[src/rtl/seq_alu.sv]
// seq_alu: valid/ready execute ALU with registered single-cycle ops and iterative multiply/divide.
// Optional macro SEQ_ALU_SIGNED_DIV_EN adds signed DIV (op 14) and REM (op 15).
module seq_alu #(
  parameter int unsigned WIDTH = 32,
  parameter int unsigned SHW   = $clog2(WIDTH),
  parameter int unsigned CNTW  = $clog2(WIDTH) + 1
) (
  input  logic             CLK,
  input  logic             RST,
  input  logic             in_valid,
  output logic             in_ready,
  input  logic [3:0]       op,
  input  logic [WIDTH-1:0] a,
  input  logic [WIDTH-1:0] b,
  output logic             out_valid,
  input  logic             out_ready,
  output logic [WIDTH-1:0] result,
  output logic             zero,
  output logic             negative,
  output logic             overflow,
  output logic             div_by_zero
);

  localparam int unsigned W2 = 2 * WIDTH;

  localparam logic [3:0] OP_SLL   = 4'd0;
  localparam logic [3:0] OP_SRL   = 4'd1;
  localparam logic [3:0] OP_ADD   = 4'd2;
  localparam logic [3:0] OP_SUB   = 4'd3;
  localparam logic [3:0] OP_AND   = 4'd4;
  localparam logic [3:0] OP_OR    = 4'd5;
  localparam logic [3:0] OP_XOR   = 4'd6;
  localparam logic [3:0] OP_NOR   = 4'd7;
  localparam logic [3:0] OP_SLT   = 4'd8;
  localparam logic [3:0] OP_SLTU  = 4'd9;
  localparam logic [3:0] OP_MUL   = 4'd10;
  localparam logic [3:0] OP_MULHU = 4'd11;
  localparam logic [3:0] OP_DIVU  = 4'd12;
  localparam logic [3:0] OP_REMU  = 4'd13;
`ifdef SEQ_ALU_SIGNED_DIV_EN
  localparam logic [3:0] OP_DIV   = 4'd14;
  localparam logic [3:0] OP_REM   = 4'd15;
  localparam logic [WIDTH-1:0] MOST_NEG = {1'b1, {(WIDTH-1){1'b0}}};
`endif

  typedef enum logic [2:0] {
    S_IDLE = 3'b001,
    S_BUSY = 3'b010,
    S_DONE = 3'b100
  } state_e;

  state_e state_q, state_d;

  logic             accept, go_busy, iter, last_iter;
  logic             is_mul_in, is_div_in, b_nz;
  logic [WIDTH-1:0] a_mag, b_mag;
  logic [WIDTH-1:0] alu_res;
  logic             alu_ovf, alu_dbz;

  logic [3:0]       op_q, op_d;
  logic [WIDTH-1:0] mcand_q, mcand_d;
  logic [W2-1:0]    acc_q, acc_d, acc_step;
  logic [CNTW-1:0]  cnt_q, cnt_d;
  logic [WIDTH-1:0] result_q, result_d;
  logic             zero_q, zero_d, neg_q, neg_d, ovf_q, ovf_d, dbz_q, dbz_d;

  logic [WIDTH:0]   mul_sum, div_trial, div_diff;
  logic [WIDTH-1:0] busy_res;
  logic             busy_ovf, busy_is_mul;
  logic             upd;
  logic [WIDTH-1:0] new_res;
  logic             new_ovf, new_dbz;

`ifdef SEQ_ALU_SIGNED_DIV_EN
  logic is_sdiv_in;
  logic qneg_q, qneg_d, rneg_q, rneg_d, sovf_q, sovf_d;
`endif

  // State register
  always_ff @(posedge CLK) begin
    if (RST) state_q <= S_IDLE;
    else     state_q <= state_d;
  end

  // Next-state logic
  always_comb begin
    state_d = state_q;
    case (state_q)
      S_IDLE:  if (accept) state_d = go_busy ? S_BUSY : S_DONE;
      S_BUSY:  if (last_iter) state_d = S_DONE;
      S_DONE:  if (out_ready) state_d = S_IDLE;
      default: state_d = S_IDLE;
    endcase
  end

  // FSM outputs and datapath strobes
  always_comb begin
    in_ready  = 1'b0;
    out_valid = 1'b0;
    accept    = 1'b0;
    iter      = 1'b0;
    last_iter = 1'b0;
    case (state_q)
      S_IDLE: begin
        in_ready = 1'b1;
        accept   = in_valid;
      end
      S_BUSY: begin
        iter      = 1'b1;
        last_iter = (cnt_q == CNTW'(1));
      end
      S_DONE:  out_valid = 1'b1;
      default: ;
    endcase
  end

  // Request decode; signed divide reuses the unsigned core on operand magnitudes
  always_comb begin
    b_nz      = (b != '0);
    is_mul_in = (op == OP_MUL) || (op == OP_MULHU);
    is_div_in = (op == OP_DIVU) || (op == OP_REMU);
    a_mag     = a;
    b_mag     = b;
`ifdef SEQ_ALU_SIGNED_DIV_EN
    is_sdiv_in = (op == OP_DIV) || (op == OP_REM);
    if (is_sdiv_in && a[WIDTH-1]) a_mag = -a;
    if (is_sdiv_in && b[WIDTH-1]) b_mag = -b;
    is_div_in = is_div_in || is_sdiv_in;
`endif
    go_busy = accept && (is_mul_in || (is_div_in && b_nz));
  end

  // Single-cycle results; divide entries here are only reached with b == 0
  always_comb begin
    alu_res = '0;
    alu_ovf = 1'b0;
    alu_dbz = 1'b0;
    case (op)
      OP_SLL:  alu_res = b << a[SHW-1:0];
      OP_SRL:  alu_res = b >> a[SHW-1:0];
      OP_ADD: begin
        alu_res = a + b;
        alu_ovf = (a[WIDTH-1] == b[WIDTH-1]) && (alu_res[WIDTH-1] != a[WIDTH-1]);
      end
      OP_SUB: begin
        alu_res = a - b;
        alu_ovf = (a[WIDTH-1] != b[WIDTH-1]) && (alu_res[WIDTH-1] != a[WIDTH-1]);
      end
      OP_AND:  alu_res = a & b;
      OP_OR:   alu_res = a | b;
      OP_XOR:  alu_res = a ^ b;
      OP_NOR:  alu_res = ~(a | b);
      OP_SLT:  alu_res = WIDTH'($signed(a) < $signed(b));
      OP_SLTU: alu_res = WIDTH'(a < b);
      OP_DIVU: begin alu_res = '1; alu_dbz = 1'b1; end
      OP_REMU: begin alu_res = a;  alu_dbz = 1'b1; end
`ifdef SEQ_ALU_SIGNED_DIV_EN
      OP_DIV:  begin alu_res = '1; alu_dbz = 1'b1; end
      OP_REM:  begin alu_res = a;  alu_dbz = 1'b1; end
`endif
      default: ;
    endcase
  end

  // One shift-add (multiply) or restoring-subtract (divide) step on {hi, lo}
  always_comb begin
    busy_is_mul = (op_q == OP_MUL) || (op_q == OP_MULHU);
    mul_sum     = {1'b0, acc_q[W2-1:WIDTH]} + {1'b0, mcand_q};
    div_trial   = acc_q[W2-1:WIDTH-1];
    div_diff    = div_trial - {1'b0, mcand_q};
    if (busy_is_mul) begin
      if (acc_q[0]) acc_step = {mul_sum, acc_q[WIDTH-1:1]};
      else          acc_step = {1'b0, acc_q[W2-1:1]};
    end else begin
      if (!div_diff[WIDTH]) acc_step = {div_diff[WIDTH-1:0], acc_q[WIDTH-2:0], 1'b1};
      else                  acc_step = {acc_q[W2-2:0], 1'b0};
    end
  end

  // Final result selection for iterative ops
  always_comb begin
    busy_res = acc_step[WIDTH-1:0];
    busy_ovf = 1'b0;
    case (op_q)
      OP_MUL:   busy_ovf = |acc_step[W2-1:WIDTH];
      OP_MULHU: busy_res = acc_step[W2-1:WIDTH];
      OP_REMU:  busy_res = acc_step[W2-1:WIDTH];
`ifdef SEQ_ALU_SIGNED_DIV_EN
      OP_DIV: begin
        busy_res = qneg_q ? -acc_step[WIDTH-1:0] : acc_step[WIDTH-1:0];
        busy_ovf = sovf_q;
      end
      OP_REM: begin
        busy_res = rneg_q ? -acc_step[W2-1:WIDTH] : acc_step[W2-1:WIDTH];
        busy_ovf = sovf_q;
      end
`endif
      default: ;
    endcase
  end

  // Datapath next-state
  always_comb begin
    op_d     = op_q;
    mcand_d  = mcand_q;
    acc_d    = acc_q;
    cnt_d    = cnt_q;
    result_d = result_q;
    zero_d   = zero_q;
    neg_d    = neg_q;
    ovf_d    = ovf_q;
    dbz_d    = dbz_q;
    upd      = 1'b0;
    new_res  = '0;
    new_ovf  = 1'b0;
    new_dbz  = 1'b0;
`ifdef SEQ_ALU_SIGNED_DIV_EN
    qneg_d = qneg_q;
    rneg_d = rneg_q;
    sovf_d = sovf_q;
`endif
    if (accept) begin
      op_d = op;
      if (go_busy) begin
        cnt_d   = CNTW'(WIDTH);
        mcand_d = is_mul_in ? a : b_mag;
        acc_d   = is_mul_in ? {WIDTH'(0), b} : {WIDTH'(0), a_mag};
`ifdef SEQ_ALU_SIGNED_DIV_EN
        qneg_d = is_sdiv_in && (a[WIDTH-1] ^ b[WIDTH-1]);
        rneg_d = is_sdiv_in && a[WIDTH-1];
        sovf_d = is_sdiv_in && (a == MOST_NEG) && (b == '1);
`endif
      end else begin
        upd     = 1'b1;
        new_res = alu_res;
        new_ovf = alu_ovf;
        new_dbz = alu_dbz;
      end
    end
    if (iter) begin
      acc_d = acc_step;
      cnt_d = cnt_q - CNTW'(1);
      if (last_iter) begin
        upd     = 1'b1;
        new_res = busy_res;
        new_ovf = busy_ovf;
      end
    end
    if (upd) begin
      result_d = new_res;
      zero_d   = (new_res == '0);
      neg_d    = new_res[WIDTH-1];
      ovf_d    = new_ovf;
      dbz_d    = new_dbz;
    end
  end

  always_ff @(posedge CLK) begin
    if (RST) begin
      op_q     <= '0;
      mcand_q  <= '0;
      acc_q    <= '0;
      cnt_q    <= '0;
      result_q <= '0;
      zero_q   <= 1'b0;
      neg_q    <= 1'b0;
      ovf_q    <= 1'b0;
      dbz_q    <= 1'b0;
`ifdef SEQ_ALU_SIGNED_DIV_EN
      qneg_q   <= 1'b0;
      rneg_q   <= 1'b0;
      sovf_q   <= 1'b0;
`endif
    end else begin
      op_q     <= op_d;
      mcand_q  <= mcand_d;
      acc_q    <= acc_d;
      cnt_q    <= cnt_d;
      result_q <= result_d;
      zero_q   <= zero_d;
      neg_q    <= neg_d;
      ovf_q    <= ovf_d;
      dbz_q    <= dbz_d;
`ifdef SEQ_ALU_SIGNED_DIV_EN
      qneg_q   <= qneg_d;
      rneg_q   <= rneg_d;
      sovf_q   <= sovf_d;
`endif
    end
  end

  assign result      = result_q;
  assign zero        = zero_q;
  assign negative    = neg_q;
  assign overflow    = ovf_q;
  assign div_by_zero = dbz_q;

endmodule

[config.mk]
export PLATFORM = sky130hd
export DESIGN_NAME = seq_alu
export DESIGN_NICKNAME = d
export VERILOG_FILES = /design/src/rtl/seq_alu.sv
export SDC_FILE = /design/constraint.sdc
export NUM_CORES = 1
export LEC_CHECK = 0
export CAP_MARGIN = 20
export CORE_MARGIN = 4
export CORE_UTILIZATION = 34
export DETAILED_ROUTE_END_ITERATION = 10
export SLEW_MARGIN = 15
export SYNTH_ARGS = -nofsm -noshare
export SYNTH_HDL_FRONTEND = slang
export SYNTH_SLANG_ARGS = --single-unit
export TNS_END_PERCENT = 30
[constraint.sdc]
create_clock -name CLK -period 5.5 [get_ports CLK]
set_input_delay 1.1 -clock CLK [delete_from_list [all_inputs] [get_ports CLK]]
set_output_delay 1.1 -clock CLK [all_outputs]
set_load 0.02 [all_outputs]
[Word level (Yosys, flattened, before mapping)]
Index checks and enable logic that the tools add are counted.
Operators by class
  equality and inequality tests: 27
  bitwise logic cells: 4
  reductions and logical operators: 19
  add/sub/neg operators: 5
  shift operators: 2
  magnitude comparators: 2
  mux-type cells: 40
Operator list (count)
  2-to-1 mux 64 bit: 6
  case mux 32 bit (12 select lines): 1
  2-to-1 mux 32 bit: 7
  < comparator 32 bit: 2
  equality test 4 bit (second input constant): 9
  adder 32 x 32 -> 33 bit: 1
  subtractor 33 x 32 -> 33 bit: 1
  adder 32 bit: 1
  bitwise AND 32 bit: 1
  logical NOT 32 bit: 1
  inverter 32 bit: 1
  OR 32 bit: 1
  nonzero test 32 bit: 1
  OR reduction 32 bit: 1
  << shifter 32 x 5 -> 32 bit: 1
  right shift 32 x 5 -> 32 bit: 1
  subtractor 32 bit: 1
  bitwise XOR 32 bit: 1
  2-to-1 mux 6 bit: 3
  2-to-1 mux 1 bit: 17
  equality test 4 x 3 -> 1 bit (second input constant): 4
  2-to-1 mux 3 bit: 4
  case mux 3 bit (3 select lines): 1
  equality test 4 x 2 -> 1 bit (second input constant): 2
  17 further kinds: 30
Storage, ports and cells
  register bits after elaboration: 145
  output and inout bits: 38
  input bits: 72
  word-level logic and storage cells: 109

[Longest topological paths before layout]
Gate-level depths: netlist of the first run.
  depth after elaboration: 10
  depth in mapped cells: 19

[Worst setup path after synthesis of the first run]
Ideal clock, no wire load.
  path kind: in2reg
  from: in a[1]
  to: reg zero_q (netlist: zero)
  data arrival time: 4847 ps
  setup time: 69 ps
  data required time: 5431 ps
  stages on the path: 18
  slack: 584 ps
  cells stage by stage: buf_2 > inv_2 > buf_1 > clkbuf_1 > buf_1 > ha_1 > o21bai_1 > o211ai_1 > a21oi_1 > a211oi_2 > o21ai_1 > a211o_1 > and3_1 > nor4_1 > o2111ai_1 > and4b_1 > nand4_1 > o21ai_1
Between the ends
  cells in the longest elaborated chain, start to end: 8
  elaborated cells on any way between the ends: 16
  classes of those cells: 2 x add/sub; 2 x order compare; 2 x shift; 5 x mux; 4 x bitwise; 1 x reduce/logical
RTL lines
  start: declaration: line 13  | input logic [WIDTH-1:0] a,
  parallel branches: the longest is 2 deep, another holds subtractor 32 bit
  case mux 32 bit (12 select lines) *: line 138  | case (op)
  2-to-1 mux 32 bit *: line 224  | if (go_busy) begin
  2-to-1 mux 32 bit *: line 222  | if (accept) begin
  2-to-1 mux 32 bit: line 243  | if (last_iter) begin
  2-to-1 mux 32 bit *: line 240  | if (iter) begin
  logical NOT 32 bit *: line 251  | zero_d = (new_res == '0);
  end signal: assignment: line 280  | zero_q <= zero_d;
  end: declaration: line 65  | logic zero_q, zero_d, neg_q, neg_d, ovf_q, ovf_d, dbz_q, dbz_d;
Every way passes the cells marked *.
A chain may end at the register's enable or synchronous reset.

[Worst setup path in the final report of the first run]
  from: in b[14]
  to: reg zero_q (netlist: zero)
Between the ends
  cells in the longest elaborated chain, start to end: 9
  elaborated cells on any way between the ends: 24
  classes of those cells: 2 x add/sub; 2 x order compare; 2 x shift; 9 x mux; 4 x bitwise; 5 x reduce/logical
RTL lines
  start: declaration: line 14  | input logic [WIDTH-1:0] b,
  parallel branches: the longest is 9 deep, another holds subtractor 32 bit
Parallel ways; which one is timed is not known.

==> results.cfg, run 1 <==
[cts]
cts_max_path_buffers = 2
cts.clk_slew.worst_paths_ns = 0.07
numCtsBuffers = 17
clock_latency_ns = 0.47
cts_tree = yes
cts_resized = 0
clock-root-buffer = clkbuf_16
holdBufCountCts = 0
htreeDepth = 4
postCtsSetupBuffers = 0
cts_sinks = 144

[timing]
fin_tns_setup_ns = 0
fin_crit_ns = 5.16
skew_ns = 0.0119
hold_violations = 0
tightest_slew_ns = 0.994
slew_headroom_pct = 33.5
rsz0062_at_grt = false
final.period_utilization_pct = 93.7
clock.fmax_mhz = 194
report.final.setup_viol = 0
final_max_slew_viol_count = 0

[detailed_routing]
met2_wirelength_um = 49200
via_per_inst = 6.44
top_layer_used = met5
num_vias = 26800
dr.first_iter.drc_count = 3514
dr.pass1.iters = 8
ant_nets = 0
drc = 0
wl_per_cell_um = 29.1
wl_met3_um = 13600
routed_wl_um = 121000
wl_met1_um = 51300

[yosys]
synth_compound_area_share_pct = 32.7
synthAdderAreaFrac_pct = 10.0
ys.warnings.count = 0
ys.flop_type = dfxtp_1
synth-simple-area-share_pct = 22.6
synth_area_leader_cell = dfxtp_1
synthXorXnorAreaFrac_pct = 2.87
ys_types = 98
syn_avg_cell_area_um2 = 6.94
syn_nets = 3407
synth_top_family_by_area = compound AO/OA/AOI/OAI gates
synth_top_area_share_pct = 13.1
synthCells = 3162
synth_edf_count = 0
ys_async_sr_fraction_pct = 0
synth_area_leaders = dfxtp_1 (13%), ha_1 (9.6%), a21oi_1 (8.3%)
synth_area_um2 = 21900
synth_mux_area_share_pct = 11.0
yosysSeqAreaShare_pct = 13.1
ys_seq_elements = 144

[floorplanning]
ioPinCount = 110
initial_core_util_pct = 34.5
rows = 92
die_width_um = 262
core_um2 = 63500
dieArea_um2 = 68700
die_h_um = 262

[final_layout]
fillers = 6798
mostFrequentLayoutCells = nor2_1 (372), a21oi_1 (363), nand2_1 (309)
final_nets = 3545
drive_gt1_share_pct = 13.4
final_common_cell = nor2_1
utilization_pct = 40.8
syn_to_final_growth_pct = 18.0

[min_path]
hold_path.class = reg2reg

[global_routing]
grt_pass1_vias = 25300
antenna_found_initial = 6
grt-ovfl-total = 0
grt_first_pass_wirelength_um = 175000
grtUsageTotal_pct = 34.1
grt_max_degree = 87

[placement]
gp_congestion = 1.09
hpwl_um = 95900
port_buffers = 109

[worst_setup_path]
reg2reg_setup_slack_ns = 0.72
ff2ff_path_depth = 18
cp.required_ns = 5.90
r2r_start = acc_q[31]
cp_max_fo = 4
startpoint = b[14]
arrival_ns = 5.55
path_class = in2reg
start_kind = input pin
critPathCapture = zero
r2r-end = zero
cp-end-kind = flip-flop

[pwr]
powerDensity_nw_per_um2 = 189
leakagePower_nw = 10.3
peakVddDrop_mv = 0.174

[run_status]
status = finished clean

[run]
maxCapViolCount = 0
## registers in the layout (all words and copies together), names as in the netlist, 3 cells and up
signal and cells:
mcand_q 32, state_q 3, cnt_q 6, acc_q 64, op_q 4, result 32
## worst max-delay path, stage by stage
cell and delay (ns):
clkdlybuf4s50_1 0.61, inv_1 0.11, ha_1 0.33, nor4_1 0.51, o311ai_0 0.26, a21oi_1 0.38, nor3_1 0.08, buf_4 0.16
o211ai_1 0.42, a211oi_2 0.20, or2_2 0.33, a311oi_1 0.38, and4_1 0.24, and4b_1 0.19, nand4_1 0.10, o21ai_1 0.14
## stage by stage
stage / total power [W] / std cells / area, um^2 / setup WS (ns) / hold WS, ns
6_report: 0.00490 / 4160 / 25900 / 0.345 / 0.456
5_1_grt: 0.00509 / 4159 / 25900 / 0.262 / 0.482
4_1_cts: 0.00482 / 4159 / 25900 / 0.522 / 0.458
3_5_place_dp: 0.00351 / 4127 / 25300 / 0.0867 / 0.448
3_3_place_gp: 0.00353 / 4127 / 25300 / 0.105 / 0.445
2_1_floorplan: 0.00251 / 3162 / 21900 / 0.584 / 0.450
## cell usage after synthesis (22+ instances only)
cell        n
a211oi_1   60
a21o_1     36
a21oi_1   363
a221oi_1   24
a22oi_1    38
a311oi_1   33
a31oi_1    36
buf_1      26
buf_2      38
clkbuf_1  189
dfxtp_1   144
ha_1      169
inv_1     153
mux2_2     25
mux2i_1   100
mux4_2     48
nand2_1   311
nand2b_1   24
nand3_1    97
nand4_1    37
nor2_1    374
nor2b_1    25
nor3_1     69
nor4_1     34
o211ai_1   46
o21ai_0   173
o21bai_1   28
o22ai_1    31
o31ai_1    22
xnor2_1    50
xor2_1     22
## cells by family (layout without fill, tap and decap cells)
| logic type | after synthesis | after routing |
|---|---|---|
| AOI/OAI and AO/OA | 1091 | 1091 |
| and+or+nand+nor | 1083 | 1083 |
| buffers and inverters | 421 | 572 |
| muxes | 178 | 178 |
| adders and majority gates | 173 | 173 |
| DFF | 144 | 144 |
| xor gates and xnor gates | 72 | 72 |
| other | 0 | 1 |
## power breakdown
part | switching (W) | internal [W] | total [W]
combinational | 0.00156 | 0.000888 | 0.00244
clock | 0.000582 | 0.000739 | 0.00132
sequential | 0.0000524 | 0.00109 | 0.00114
## final cells by class
class	count	area (um^2)	share of cell area, %
clock inverter	15	209	0.807
inverter	156	586	2.26
antenna	1	2.50	0.00966
timing repair buffer	384	3300	12.7
tap	846	1060	4.09
sequential	144	2880	11.1
multi-input combinational	2597	17400	67.3
clock buffer	17	425	1.64
## layer usage
layer,up-vias,track usage [%]
met5,-,0
met4,8,15.6
met3,308,9.53
met2,1583,49.0
met1,12900,47.3
li1,12000,-
## how the worst min path moves through the flow
stage               slack, ns       start         end  cells after the start
floorplan                0.45     op_q[0]     op_q[0]                      2
global placement         0.44  result[15]  result[15]                      2
detailed placement       0.45  result[15]  result[15]                      2
CTS                      0.46  result[15]  result[15]                      2
global route             0.48  result[15]  result[15]                      2
finish                   0.46  result[15]  result[15]                      2
No activity file was read; power rests on OpenSTA's default activity.
==> run 2, diff against run 1 <==
Settings changed: CORE_MARGIN 4 to 1.5.
==> run 2 against run 1 <==
Via count up 0.36%. Power down 2.1%. Combinational power about the same. Sequential share of layout area up 0.061 points. Cell area down 0.55%. Final cell count down 0.14%. Critical path depth down 1. Non-clock buffer count down 7. Global-route usage up 0.43 points. Worst setup slack better by 0.036 ns. Hold slack worse by 0.0017 ns. Maximum frequency up 0.71%.
==> results.cfg, run 2 (same netlist as run 1, synthesis figures left out) <==
[run_status]
status = finished clean

[detailed_routing]
dr.first_iter.drc_count = 3612
via_per_inst = 6.47
wl_per_cell_um = 28.4
drc = 0
routed_wl_um = 118000
num_vias = 26900
dr.pass1.iters = 7
ant_nets = 0

[timing]
slew_headroom_pct = 21.7
final.period_utilization_pct = 93.1
tightest_slew_ns = 1.17
rsz0062_at_grt = false
final_max_slew_viol_count = 0
skew_ns = 0.0144
clock.fmax_mhz = 195
report.final.setup_viol = 0
fin_crit_ns = 5.12
hold_violations = 0
fin_tns_setup_ns = 0
holdWs_ns = 0.454

[final_layout]
largest_reg_flops = 64
ff_latch_area_um2 = 2880
syn_to_final_growth_pct = 17.4
final_nets = 3538
regMostFlops = acc_q
drive_gt1_share_pct = 13.2
fillers = 6684
final_common_cell = nor2_1
mostFrequentLayoutCells = nor2_1 (372), a21oi_1 (363), nand2_1 (309)
fin_cells = 4154
multi_input_area_um2 = 17400
utilization_pct = 40.6

[cts]
cts_resized = 0
numCtsBuffers = 17
cts_sinks = 144
clock-root-buffer = clkbuf_16
postCtsSetupBuffers = 0
holdBufCountCts = 0
htreeDepth = 4
clock_latency_ns = 0.46
cts_tree = yes
cts.clk_slew.worst_paths_ns = 0.07
cts_max_path_buffers = 2

[worst_setup_path]
reg2reg_setup_slack_ns = 0.53
start_kind = input pin
cp-end-kind = flip-flop
startpoint = b[6]
cp.required_ns = 5.89
r2r-end = overflow
arrival_ns = 5.51
cp_max_fo = 5
r2r_start = acc_q[31]
ff2ff_path_depth = 17
path_class = in2reg
critPathCapture = zero

[floorplanning]
die_h_um = 257
ioPinCount = 110
rows = 92
initial_core_util_pct = 34.6
die_width_um = 257
dieArea_um2 = 66100
core_um2 = 63400

[placement]
port_buffers = 109
dpl.cell_count = 4119
hpwl_um = 93900
gp_congestion = 1.12

[pwr]
pwr-share-comb_pct = 50.2
swShare_pct = 45.6
powerDensity_nw_per_um2 = 186
leakagePower_nw = 10.2
p_int_w = 0.00261
power.switching_w = 0.00219
p_clk_share_pct = 26.0
power_frac_seq_pct = 23.8
peakVddDrop_mv = 0.260

[global_routing]
antenna_found_initial = 6
grt_max_degree = 76
grt_pass1_vias = 24800
grt-ovfl-total = 0
grtUsageTotal_pct = 34.6
grt_first_pass_wirelength_um = 171000

[min_path]
hold_depth = 2
hold_path.class = reg2reg

[run]
maxCapViolCount = 0
run 2: cell types whose count changed in the layout (fill, tap and decap cells not counted):
| cell | previous run | this run |
|---|---|---|
| clkinv_8 | 0 | 5 |
| bufinv_16 | 3 | 1 |
| clkinv_4 | 1 | 0 |
| inv_8 | 6 | 3 |
| buf_4 | 263 | 262 |
| clkinv_2 | 0 | 1 |
| diode_2 | 1 | 2 |
| buf_12 | 14 | 8 |
run 2: cell type report:
type	count	area share, %
multi-input combinational	2597	67.7
timing repair buffer	377	12.3
sequential	144	11.2
tap	846	4.11
inverter	156	2.27
clock buffer	17	1.65
clock inverter	15	0.748
antenna	2	0.0194
run 2: per-layer routing:
layer  track usage [%]  share of wire, %  vias up
met5                 0             0.019        -
met1              46.8                42    12900
met4              17.4               5.7        4
met3              9.34                11      322
li1                  -                 -    12000
met2              50.0                41     1652
run 2: how the worst min path moves through the flow:
stage | from | endpoint | slack [ns]
5_1_grt | result[22] | result[22] | 0.49
2_1_floorplan | op_q[0] | op_q[0] | 0.45
6_report | result[0] | result[0] | 0.45
3_5_place_dp | result[0] | result[0] | 0.45
3_3_place_gp | result[0] | result[0] | 0.45
4_1_cts | result[0] | result[0] | 0.46
run 2: worst max-delay path: stages:
cell and delay [ns]:
clkdlybuf4s50_1 0.53, inv_1 0.07, buf_4 0.15, ha_1 0.23, a2111oi_0 0.40, a21oi_1 0.26, a211oi_1 0.75, o21ai_0 0.43
a221o_1 0.45, o211ai_1 0.11, o21ai_0 0.12, a221o_1 0.36, nor4_2 0.25, nand4_1 0.14, o21ai_1 0.14
run 2: power groups by stage:
stage	logic, W	registers [W]	clock network (W)
floorplan	0.00136	0.00116	0
global placement	0.00232	0.00117	0
detailed placement	0.00231	0.00117	0
CTS	0.00232	0.00114	0.00125
global route	0.00252	0.00115	0.00129
finish	0.00241	0.00114	0.00125
run 2: per-stage QoR:
stage	instance area (um^2)	total power (W)	setup slack, ns
finish	25800	0.00480	0.381
global route	25800	0.00496	0.206
detailed placement	25100	0.00347	0.132
global placement	25100	0.00349	0.202
floorplan	21900	0.00251	0.584
CTS	25800	0.00471	0.560
